### src/rtl/line_stream_ctrl_if.sv
// line_stream_ctrl_if: command, word-stream and line-memory signals of the line stream controller.
interface line_stream_ctrl_if #(
   parameter int WORD_W     = 32,
   parameter int LINE_WORDS = 16,
   parameter int ADDR_W     = 9
);
   logic                         cmd_valid;
   logic                         cmd_ready;
   logic                         cmd_write;
   logic [4:0]                   cmd_line;
   logic [5:0]                   cmd_lines;
   logic [WORD_W-1:0]            wr_data;
   logic                         wr_valid;
   logic                         wr_ready;
   logic [WORD_W-1:0]            rd_data;
   logic                         rd_valid;
   logic                         rd_ready;
   logic                         rd_last;
   logic                         mem_write;
   logic                         mem_read;
   logic [ADDR_W-1:0]            mem_address;
   logic [WORD_W*LINE_WORDS-1:0] mem_in_data;
   logic [WORD_W*LINE_WORDS-1:0] mem_out_data;
   logic                         busy;
   logic                         done;

   modport master (
      input  cmd_valid, cmd_write, cmd_line, cmd_lines, wr_data, wr_valid, rd_ready, mem_out_data,
      output cmd_ready, wr_ready, rd_data, rd_valid, rd_last, mem_write, mem_read, mem_address,
             mem_in_data, busy, done
   );

   modport slave (
      output cmd_valid, cmd_write, cmd_line, cmd_lines, wr_data, wr_valid, rd_ready, mem_out_data,
      input  cmd_ready, wr_ready, rd_data, rd_valid, rd_last, mem_write, mem_read, mem_address,
             mem_in_data, busy, done
   );
endinterface

### src/rtl/line_stream_ctrl.sv
// line_stream_ctrl: packs a word stream into 16-word lines for the line memory and replays fetched lines as a word stream.
module line_stream_ctrl (
   input logic                clk,
   input logic                rst,
   line_stream_ctrl_if.master bus
);
   typedef enum logic [2:0] {IDLE, FILL, WRITE, FETCH, DRAIN} state_t;

   state_t       r_state;
   logic [3:0]   r_k;
   logic [4:0]   r_line;
   logic [5:0]   r_left;
   logic [511:0] r_buf;
   logic         r_done;
   logic         r_zero;
   logic         r_mem_write;
   logic         r_mem_read;
   logic [8:0]   r_mem_addr;
   logic [8:0]   w_idx;
   logic         w_final;

   // word k lives at bits [511-32k -: 32], i.e. base offset (15-k)*32
   assign w_idx   = {~r_k, 5'd0};
   assign w_final = (r_left == 6'd1);

   always_ff @(posedge clk or posedge rst) begin
      if (rst) begin
         r_state     <= IDLE;
         r_k         <= '0;
         r_line      <= '0;
         r_left      <= '0;
         r_buf       <= '0;
         r_done      <= 1'b0;
         r_zero      <= 1'b0;
         r_mem_write <= 1'b0;
         r_mem_read  <= 1'b0;
         r_mem_addr  <= '0;
      end else begin
         r_done      <= 1'b0;
         r_zero      <= 1'b0;
         r_mem_write <= 1'b0;
         r_mem_read  <= 1'b0;
         r_mem_addr  <= '0;
         case (r_state)
            IDLE: if (bus.cmd_valid) begin
               r_line <= bus.cmd_line;
               r_left <= bus.cmd_lines;
               r_k    <= '0;
               if (bus.cmd_lines == 6'd0) begin
                  r_done <= 1'b1;
                  r_zero <= 1'b1;
               end else if (bus.cmd_write) begin
                  r_state <= FILL;
               end else begin
                  r_state    <= FETCH;
                  r_mem_read <= 1'b1;
                  r_mem_addr <= {bus.cmd_line, 4'd0};
               end
            end
            FILL: if (bus.wr_valid) begin
               r_buf[w_idx +: 32] <= bus.wr_data;
               r_k                <= r_k + 4'd1;
               if (r_k == 4'd15) begin
                  r_state     <= WRITE;
                  r_mem_write <= 1'b1;
                  r_mem_addr  <= {r_line, 4'd0};
               end
            end
            WRITE: begin
               r_line  <= r_line + 5'd1;
               r_left  <= r_left - 6'd1;
               r_done  <= w_final;
               r_state <= w_final ? IDLE : FILL;
            end
            FETCH: begin
               r_buf   <= bus.mem_out_data;
               r_k     <= '0;
               r_state <= DRAIN;
            end
            DRAIN: if (bus.rd_ready) begin
               r_k <= r_k + 4'd1;
               if (r_k == 4'd15) begin
                  r_line     <= r_line + 5'd1;
                  r_left     <= r_left - 6'd1;
                  r_done     <= w_final;
                  r_state    <= w_final ? IDLE : FETCH;
                  r_mem_read <= !w_final;
                  r_mem_addr <= w_final ? 9'd0 : {r_line + 5'd1, 4'd0};
               end
            end
            default: r_state <= IDLE;
         endcase
      end
   end

   assign bus.cmd_ready   = (r_state == IDLE);
   assign bus.busy        = (r_state != IDLE) || r_zero;
   assign bus.wr_ready    = (r_state == FILL);
   assign bus.rd_valid    = (r_state == DRAIN);
   assign bus.rd_data     = r_buf[w_idx +: 32];
   assign bus.rd_last     = (r_state == DRAIN) && (r_k == 4'd15) && w_final;
   assign bus.mem_write   = r_mem_write;
   assign bus.mem_read    = r_mem_read;
   assign bus.mem_address = r_mem_addr;
   assign bus.mem_in_data = r_buf;
   assign bus.done        = r_done;
endmodule

### src/flat_wrapper.sv
// flat-port wrapper written by rule: the top's interface ports become plain ports
module line_stream_ctrl_flat 
  (clk, rst, bus_cmd_valid, bus_cmd_write, bus_cmd_line, bus_cmd_lines, bus_wr_data, bus_wr_valid, bus_rd_ready, bus_mem_out_data, bus_cmd_ready, bus_wr_ready, bus_rd_data, bus_rd_valid, bus_rd_last, bus_mem_write, bus_mem_read, bus_mem_address, bus_mem_in_data, bus_busy, bus_done);
  line_stream_ctrl_if bus_i ();
  input logic clk;
  input logic rst;
  input wire logic [$bits(bus_i.cmd_valid)-1:0] bus_cmd_valid;
  input wire logic [$bits(bus_i.cmd_write)-1:0] bus_cmd_write;
  input wire logic [$bits(bus_i.cmd_line)-1:0] bus_cmd_line;
  input wire logic [$bits(bus_i.cmd_lines)-1:0] bus_cmd_lines;
  input wire logic [$bits(bus_i.wr_data)-1:0] bus_wr_data;
  input wire logic [$bits(bus_i.wr_valid)-1:0] bus_wr_valid;
  input wire logic [$bits(bus_i.rd_ready)-1:0] bus_rd_ready;
  input wire logic [$bits(bus_i.mem_out_data)-1:0] bus_mem_out_data;
  output wire logic [$bits(bus_i.cmd_ready)-1:0] bus_cmd_ready;
  output wire logic [$bits(bus_i.wr_ready)-1:0] bus_wr_ready;
  output wire logic [$bits(bus_i.rd_data)-1:0] bus_rd_data;
  output wire logic [$bits(bus_i.rd_valid)-1:0] bus_rd_valid;
  output wire logic [$bits(bus_i.rd_last)-1:0] bus_rd_last;
  output wire logic [$bits(bus_i.mem_write)-1:0] bus_mem_write;
  output wire logic [$bits(bus_i.mem_read)-1:0] bus_mem_read;
  output wire logic [$bits(bus_i.mem_address)-1:0] bus_mem_address;
  output wire logic [$bits(bus_i.mem_in_data)-1:0] bus_mem_in_data;
  output wire logic [$bits(bus_i.busy)-1:0] bus_busy;
  output wire logic [$bits(bus_i.done)-1:0] bus_done;
  assign bus_i.cmd_valid = bus_cmd_valid;
  assign bus_i.cmd_write = bus_cmd_write;
  assign bus_i.cmd_line = bus_cmd_line;
  assign bus_i.cmd_lines = bus_cmd_lines;
  assign bus_i.wr_data = bus_wr_data;
  assign bus_i.wr_valid = bus_wr_valid;
  assign bus_i.rd_ready = bus_rd_ready;
  assign bus_i.mem_out_data = bus_mem_out_data;
  assign bus_cmd_ready = bus_i.cmd_ready;
  assign bus_wr_ready = bus_i.wr_ready;
  assign bus_rd_data = bus_i.rd_data;
  assign bus_rd_valid = bus_i.rd_valid;
  assign bus_rd_last = bus_i.rd_last;
  assign bus_mem_write = bus_i.mem_write;
  assign bus_mem_read = bus_i.mem_read;
  assign bus_mem_address = bus_i.mem_address;
  assign bus_mem_in_data = bus_i.mem_in_data;
  assign bus_busy = bus_i.busy;
  assign bus_done = bus_i.done;
  line_stream_ctrl u_core (.clk(clk), .rst(rst), .bus(bus_i));
endmodule
### config.mk
export PLATFORM = sky130hd
export DESIGN_NAME = line_stream_ctrl_flat
export DESIGN_NICKNAME = d
export VERILOG_FILES = /design/src/rtl/line_stream_ctrl_if.sv /design/src/rtl/line_stream_ctrl.sv /design/src/flat_wrapper.sv
export SDC_FILE = /design/constraint.sdc
export NUM_CORES = 2
export LEC_CHECK = 0
export CORE_AREA = 2 2 433 435
export CTS_CLUSTER_DIAMETER = 200
export DETAILED_ROUTE_END_ITERATION = 8
export DIE_AREA = 0 0 435 437
export DONT_BUFFER_PORTS = 1
export GPL_TIMING_DRIVEN = 0
export PLACE_DENSITY_LB_ADDON = 0.2
export SYNTH_ARGS = -nofsm -noshare
export SYNTH_HDL_FRONTEND = slang
export SYNTH_SLANG_ARGS = --single-unit
### constraint.sdc
create_clock -name clk -period 18.7 [get_ports clk]
set_input_delay 1.87 -clock clk [delete_from_list [all_inputs] [get_ports clk]]
set_output_delay 1.87 -clock clk [all_outputs]
set_load 0.05 [all_outputs]
==> summary.txt <==
Status - finished, final reports clean
Max-slew headroom - 0.0121
I/O pins - 1122
Post-Syn Instances - 2904
# nets final - 3568
Post-DP HPWL - 215 mm
Clock tree root buffer cell - clkbuf_16
Max-Cap Viols - 0
Initial Util - 0.158
Slew Viols, Final - 0
Main combinational cell family by area after synthesis - compound AO/OA/AOI/OAI gates
Std-Cell Rows - 158
Synth Area in Compound Gates - 0.179
Endpoints failing setup - 0
Die ar. - 0.190 mm^2
Share of layout cells above drive strength 1 - 0.135
Synth cell types - 62
Mux share of post-synthesis cell area - 0.173
Vias - 28294
Area of the mapped netlist - 0.0292 mm^2
Met2 WL post-DR - 130 mm
Antenna-violating nets left - 0
XOR/XNOR share of the synthesized area - 0.00360
Worst Path Arrival - 4.82 ns
Crit-path cells - buf_4 -> buf_2 -> clkbuf_1 -> clkbuf_1 -> o21ai_0 -> a21oi_1 -> o21ai_0 -> nand2_1
Total GRT Usage - 0.269
Die X - 435 um
Worst slew pin tran - 1.48 ns
Footprint of the multi-input gates - 0.0142 mm^2
Leakage - 15.1 nW
Syn. warnings - 0
Metal1 wirelength - 98.5 mm
CP max stage delay - 0.72 ns
Final instance count without filler cells - 5586
Post-synthesis sequential area ratio - 0.461
RSZ-0062 raised after global routing - false
Post-synth EDFFs - 0
Congestion Overflow GR - 0
CTS tree - built
Final GP Congestion - 0.951
Final wirelength - 265 mm
Top FF cell, synth - dfrtp_1
Detail Route met3 WL - 23.8 mm
Hold Path Class - flop to flop
Post-CTS setup buffer count - 0
Placed inst area - 0.0327 mm^2
Clk slew on worst S/H paths - 0.06 ns
Synth Area in Simple Gates - 0.123
Crit share post-route - 0.358
Crit end category - output port
Post-Synth Adder-Cell Area - 0.00300
Clk Latency, worst-skew pair - 0.77 ns
CTS H-tree depth - 3
Hold_buf cts - 0
Final instance area - 0.0354 mm^2
Asr flop ratio synth - 1.00
Port bufs - 0
Final Hold Viols - 0
Setup Skew - 0.0471 ns
Placed cells - 5398
CP Max Fanout - 11
Drt wl/cell - 47.4 um
Final TNS setup - 0 ns
Vias in the first global route - 26841
Top routing layer used - met5
Most frequent cells in the layout - dfrtp_1, nand2_1, mux2i_1
Fmax - 0.150 GHz
Pin count of the biggest net entering global routing - 104
Req. time, crit path - 16.83 ns
Die Y - 437 um
Post-DR vias/cell - 5.07
Clock Sinks - 539
Storage element area - 0.0135 mm^2
Drt pass-1 iters - 7
WS Path Type - flop to output port
Post-CTS resize count - 0
CTS Buf Count - 80
Slowest stage cell, crit path - a21oi_1
Critical Path Start Type - flop
First-pass GRT wire length - 330 mm
Area Growth Syn to Fin - 21.0%
Core area - 0.185 mm^2
Longest Clk Path Bufs - 3
DRC - 0
Seq cells post-synth - 539
Syn Area/Cell - 10.1 um^2
Commonest non-fill, non-tap cell in the layout - dfrtp_1
VDD IR-drop max - 0.0852 mV
Starting DRT DRC Count - 3057
Fillers - 20659
Cell area power density - 263 mW/mm^2
Antenna violations before repair - 92
Period minus WS final - 6.69 ns
==> cells by family (layout without fill, tap and decap cells) <==
kind of cell | Yosys count | after routing
and+or+nand+nor | 801 | 801
AOI/OAI and AO/OA | 763 | 763
DFF | 539 | 539
muxes | 421 | 421
buffers and inverters | 363 | 517
xor gates and xnor gates | 9 | 9
adders and majority gates | 7 | 7
other | 1 | 49
==> registers in the layout, indices dropped and copies added, names as in the netlist <==
signal                  count
u_core.bus.done             1
u_core.bus.mem_address      5
u_core.bus.mem_in_data    512
u_core.bus.mem_read         1
u_core.bus.mem_write        1
u_core.r_k                  4
u_core.r_left               6
u_core.r_line               5
u_core.r_state              3
u_core.r_zero               1
==> synth_stat cells, types with 2 or more instances <==
master	number	area share
o211ai_1	4	0.0010
o21ai_1	43	0.0074
xnor2_1	3	0.00090
a21oi_1	85	0.015
mux2i_1	322	0.11
a221oi_1	32	0.0096
nor3_2	2	0.00068
nor2_1	53	0.0068
buf_2	117	0.020
a211oi_1	2	0.00051
nor2b_1	6	0.0013
mux4_2	64	0.049
xor2_1	4	0.0012
nand3b_1	4	0.0010
nor3b_1	4	0.0010
a21o_1	2	0.00051
nand3_1	93	0.016
a31oi_1	68	0.015
and2_1	68	0.015
o2bb2ai_1	63	0.019
nand4_1	4	0.00086
a2bb2oi_1	9	0.0027
or3_1	3	0.00064
and3_1	41	0.0088
inv_1	42	0.0054
nand3_2	2	0.00068
o311ai_0	2	0.00060
ha_1	7	0.0030
nor3_4	2	0.0011
clkbuf_1	167	0.021
buf_6	8	0.0031
mux2_2	35	0.013
nand2b_1	3	0.00064
o21ai_0	217	0.037
a22oi_1	98	0.025
dfrtp_1	539	0.46
a222oi_1	32	0.011
a221o_1	97	0.033
a22o_1	2	0.00060
buf_4	20	0.0051
nor3_1	10	0.0017
buf_1	8	0.0010
or2_2	3	0.00064
nand2_1	496	0.064
==> cell type report <==
type | instances | share of cell area
Multi-Input combinational cell | 2005 | 0.400
Sequential cell | 539 | 0.381
Tap cell | 2480 | 0.0877
Clock buffer | 119 | 0.0664
Buffer | 320 | 0.0422
Clock inverter | 24 | 0.00757
Timing Repair Buffer | 11 | 0.00651
Inverter | 43 | 0.00477
Antenna cell | 45 | 0.00318
==> path summary, 6_finish.rpt <==
kind                                  start  slack, ns                           to  cells after the start
max                           u_core.r_k[3]      12.01              bus_rd_data[24]                      8
min                        u_core.r_line[4]       0.56             u_core.r_line[4]                      2
max reg2reg                   u_core.r_k[1]      12.94  u_core.bus.mem_in_data[258]                     12
min reg2reg                u_core.r_line[4]       0.56             u_core.r_line[4]                      2
max in group asynchronous               rst      15.60  u_core.bus.mem_in_data[175]                      4
min in group asynchronous               rst       1.08    u_core.bus.mem_address[8]                      1
==> stage by stage <==
step | power [mW] | utilization | setup slack (ns) | hold slack [ns]
final | 9.31 | 0.191 | 12.01 | 0.555
after global routing | 9.56 | 0.191 | 11.69 | 0.588
after CTS | 9.34 | 0.191 | 11.85 | 0.557
after global placement | 7.69 | 0.175 | -8.16 | 0.536
after detailed placement | 7.74 | 0.176 | 12.70 | 0.529
after floorplan | 5.80 | - | 1.76 | 0.491
==> per-layer routing <==
layer	vias up	global-route usage
met4	42	0.109
met1	15052	0.306
met5	-	0.00781
met3	445	0.0881
met2	1849	0.460
li1	10906	-
==> critical path: cells and delay by family (launching register included) <==
kind | cells | cell delay, ns
compound gates | 3 | 1.28
buf+inv | 4 | 1.86
flops | 1 | 0.32
simple gates | 1 | 0.56
==> report_power, final <==
part           leakage [nW]  internal [mW]  switching [mW]
Sequential             6.64           1.66            2.87
Clock                  1.29          0.914           0.689
Combinational          7.18          0.970            2.20
Total                  15.1           3.54            5.76
No activity file was read; power rests on OpenSTA's default activity.
==> edit, RTL diff (config.mk and constraints unchanged) <==
Make the reset (`rst`) synchronous in one clocked block.
--- a/src/rtl/line_stream_ctrl.sv
+++ b/src/rtl/line_stream_ctrl.sv
@@ -23,7 +23,7 @@
    assign w_idx   = {~r_k, 5'd0};
    assign w_final = (r_left == 6'd1);
 
-   always_ff @(posedge clk or posedge rst) begin
+   always_ff @(posedge clk) begin
       if (rst) begin
          r_state     <= IDLE;
          r_k         <= '0;
Check against the original RTL: not equivalent (a bounded check fails within 4 cycles, from zero or initial values and one cycle with rst high; the reset may be asserted at any time).
==> edit against the unedited design <==
- the run now ends with capacitance limit, slew limit left
- worst setup slack lost 0.030 ns
- core utilization rose by 1.3 points
- final area up 7.0%
- sequential cell count unchanged
- wire length grew 27%
- synthesized area grew 5.9%
- sequential share of layout area shrank 9.6 points
Power is not compared: it rests on default switching activity, and its combinational part moved more than twofold at a synthesized area within 25%.
==> edit: results (changes against the unedited design) <==
status - finished with violations
failing checks - capacitance limit, slew limit
Crit Path Max Fanout - 10 (-1)
Async SR Flop Fraction - 0 (-1.00)
total gr overflow - 0 (unchanged)
worst rel slew slack - -0.0391 (-0.0512)
Post-synth top cells - dfxtp_1, nand2_1, clkbuf_1
nets - 4331 (+21%)
clk_lat worst skew - 0.73 ns (-0.04 ns)
sequential share of the synthesized area - 0.348 (-0.113)
Layout Skew - 0.0338 ns (-0.0133 ns)
worst vdd ir - 0.0580 mV
initial antenna violation count - 172 (+87%)
share of post-route cells with drive strength above 1 - 0.137 (+0.00242)
Vias - 37600 (+33%)
GRT Total Usage - 0.337 (+0.0685)
drt wl/cell - 52.4 µm (+10%)
synth unique cells - 72 (+16%)
max-cap viol count - 4 (+4)
HPWL after detailed placement - 278000 µm (+29%)
max incr delay on CP - 1.10 ns (+0.38 ns)
DRT Pass-1 Iters - 6 (-1)
DRT iter0 DRCs - 5409 (+77%)
Crit-path slowest cell - a221oi_1
fill count - 20700 (+0.37%)
Synth Warn # - 0 (unchanged)
Worst Path Arrival - 4.85 ns (+0.03 ns)
first-pass GRT wire length - 413000 µm (+25%)
largest net degree at the start of global routing - 12 (-88%)
Max Transition Viols Final - 26 (+26)
Num CTS Buffers - 76 (-5.0%)
top cells by area, synth - dfxtp_1, mux2i_1, mux4_2, nand4_1, nand2_1
vias in the first global route - 33900 (+26%)
gpl congestion - 0.975 (+2.5%)
-- edit: changes by cell type after synthesis, sizes merged, moves of 176 or more --
cell,before,now
dfxtp,0,539
clkbuf,167,343
nand4,4,229
nor2,53,245
dfrtp,539,0
o21ai,260,44
-- edit: worst reg2reg max path: cells and delay by family, from the launching register on --
family | cells | cell delay, ns
adder cells (fa/ha/maj) | 1 | 0.35
buffers and inverters | 6 | 2.65
AND/OR/NAND/NOR | 3 | 1.71
flip-flops | 1 | 0.40
AO/OA/AOI/OAI | 1 | 0.35
-- edit: cells by family (layout without fill, tap and decap cells) --
family                   after synthesis  after routing  synth area share
AO/OA/AOI/OAI                        871            871             0.214
XOR/XNOR                               7              7           0.00319
adder cells (fa/ha/maj)                7              7           0.00283
buffers and inverters                520            710            0.0708
flip-flops                           539            539             0.348
multiplexers                         322            322             0.131
other                                  1            125          0.000121
AND/OR/NAND/NOR                     1357           1357             0.229
-- edit: stage by stage --
step,utilization,worst slack [ns],instance area (µm²),instances
5_1_grt,0.204,11.79,37700,6368
2_1_floorplan,-,14.20,31000,3627
4_1_cts,0.203,11.97,37600,6297
3_3_place_gp,0.184,11.38,34100,6107
6_report,0.205,11.98,37900,6418
3_5_place_dp,0.190,12.77,35100,6165
-- edit: per-layer routing --
| metal | wire (µm) | global-route usage | part of all wire | up-vias |
|---|---|---|---|---|
| li1 | - | - | - | 14600 |
| met1 | 121000 | 0.374 | 0.36 | 19100 |
| met2 | 147000 | 0.512 | 0.44 | 3040 |
| met3 | 40200 | 0.145 | 0.12 | 797 |
| met4 | 27800 | 0.248 | 0.083 | 84 |
| met5 | 717 | 0.00529 | 0.0021 | - |
-- edit: layout make-up --
cell class,count,area share
diodes,121,0.00799
plain buffers,508,0.0579
clock buffers,112,0.0600
clock inverters,20,0.00492
inverters,12,0.00119
multi-input cells,2568,0.481
flip-flops and latches,539,0.285
well taps,2480,0.0819
repair buffers,58,0.0199
-- edit: where the power goes --
| group | leakage (nW) | internal, mW | switching [mW] | total, mW |
|---|---|---|---|---|
| Sequential | 4.36 | 1.18 | 0.193 | 1.38 |
| Clock | 1.21 | 0.867 | 0.674 | 1.54 |
| Combinational | 5.45 | 0.126 | 0.392 | 0.518 |
| Total | 11.0 | 2.18 | 1.26 | 3.44 |
-- edit: final timing paths --
path,from,endpoint,slack [ns],cells after the start
worst max-delay path,u_core.r_k[0]$_SDFFE_PP0P_,bus_rd_data[5],11.98,7
worst min register to register,u_core.r_left[5]$_SDFFE_PP0P_,u_core.r_left[5]$_SDFFE_PP0P_,0.50,2
worst max register to register,u_core.r_k[1]$_SDFFE_PP0P_,u_core.bus.mem_in_data[94]$_SDFFE_PP0P_,13.14,11
worst min-delay path,u_core.r_left[5]$_SDFFE_PP0P_,u_core.r_left[5]$_SDFFE_PP0P_,0.50,2
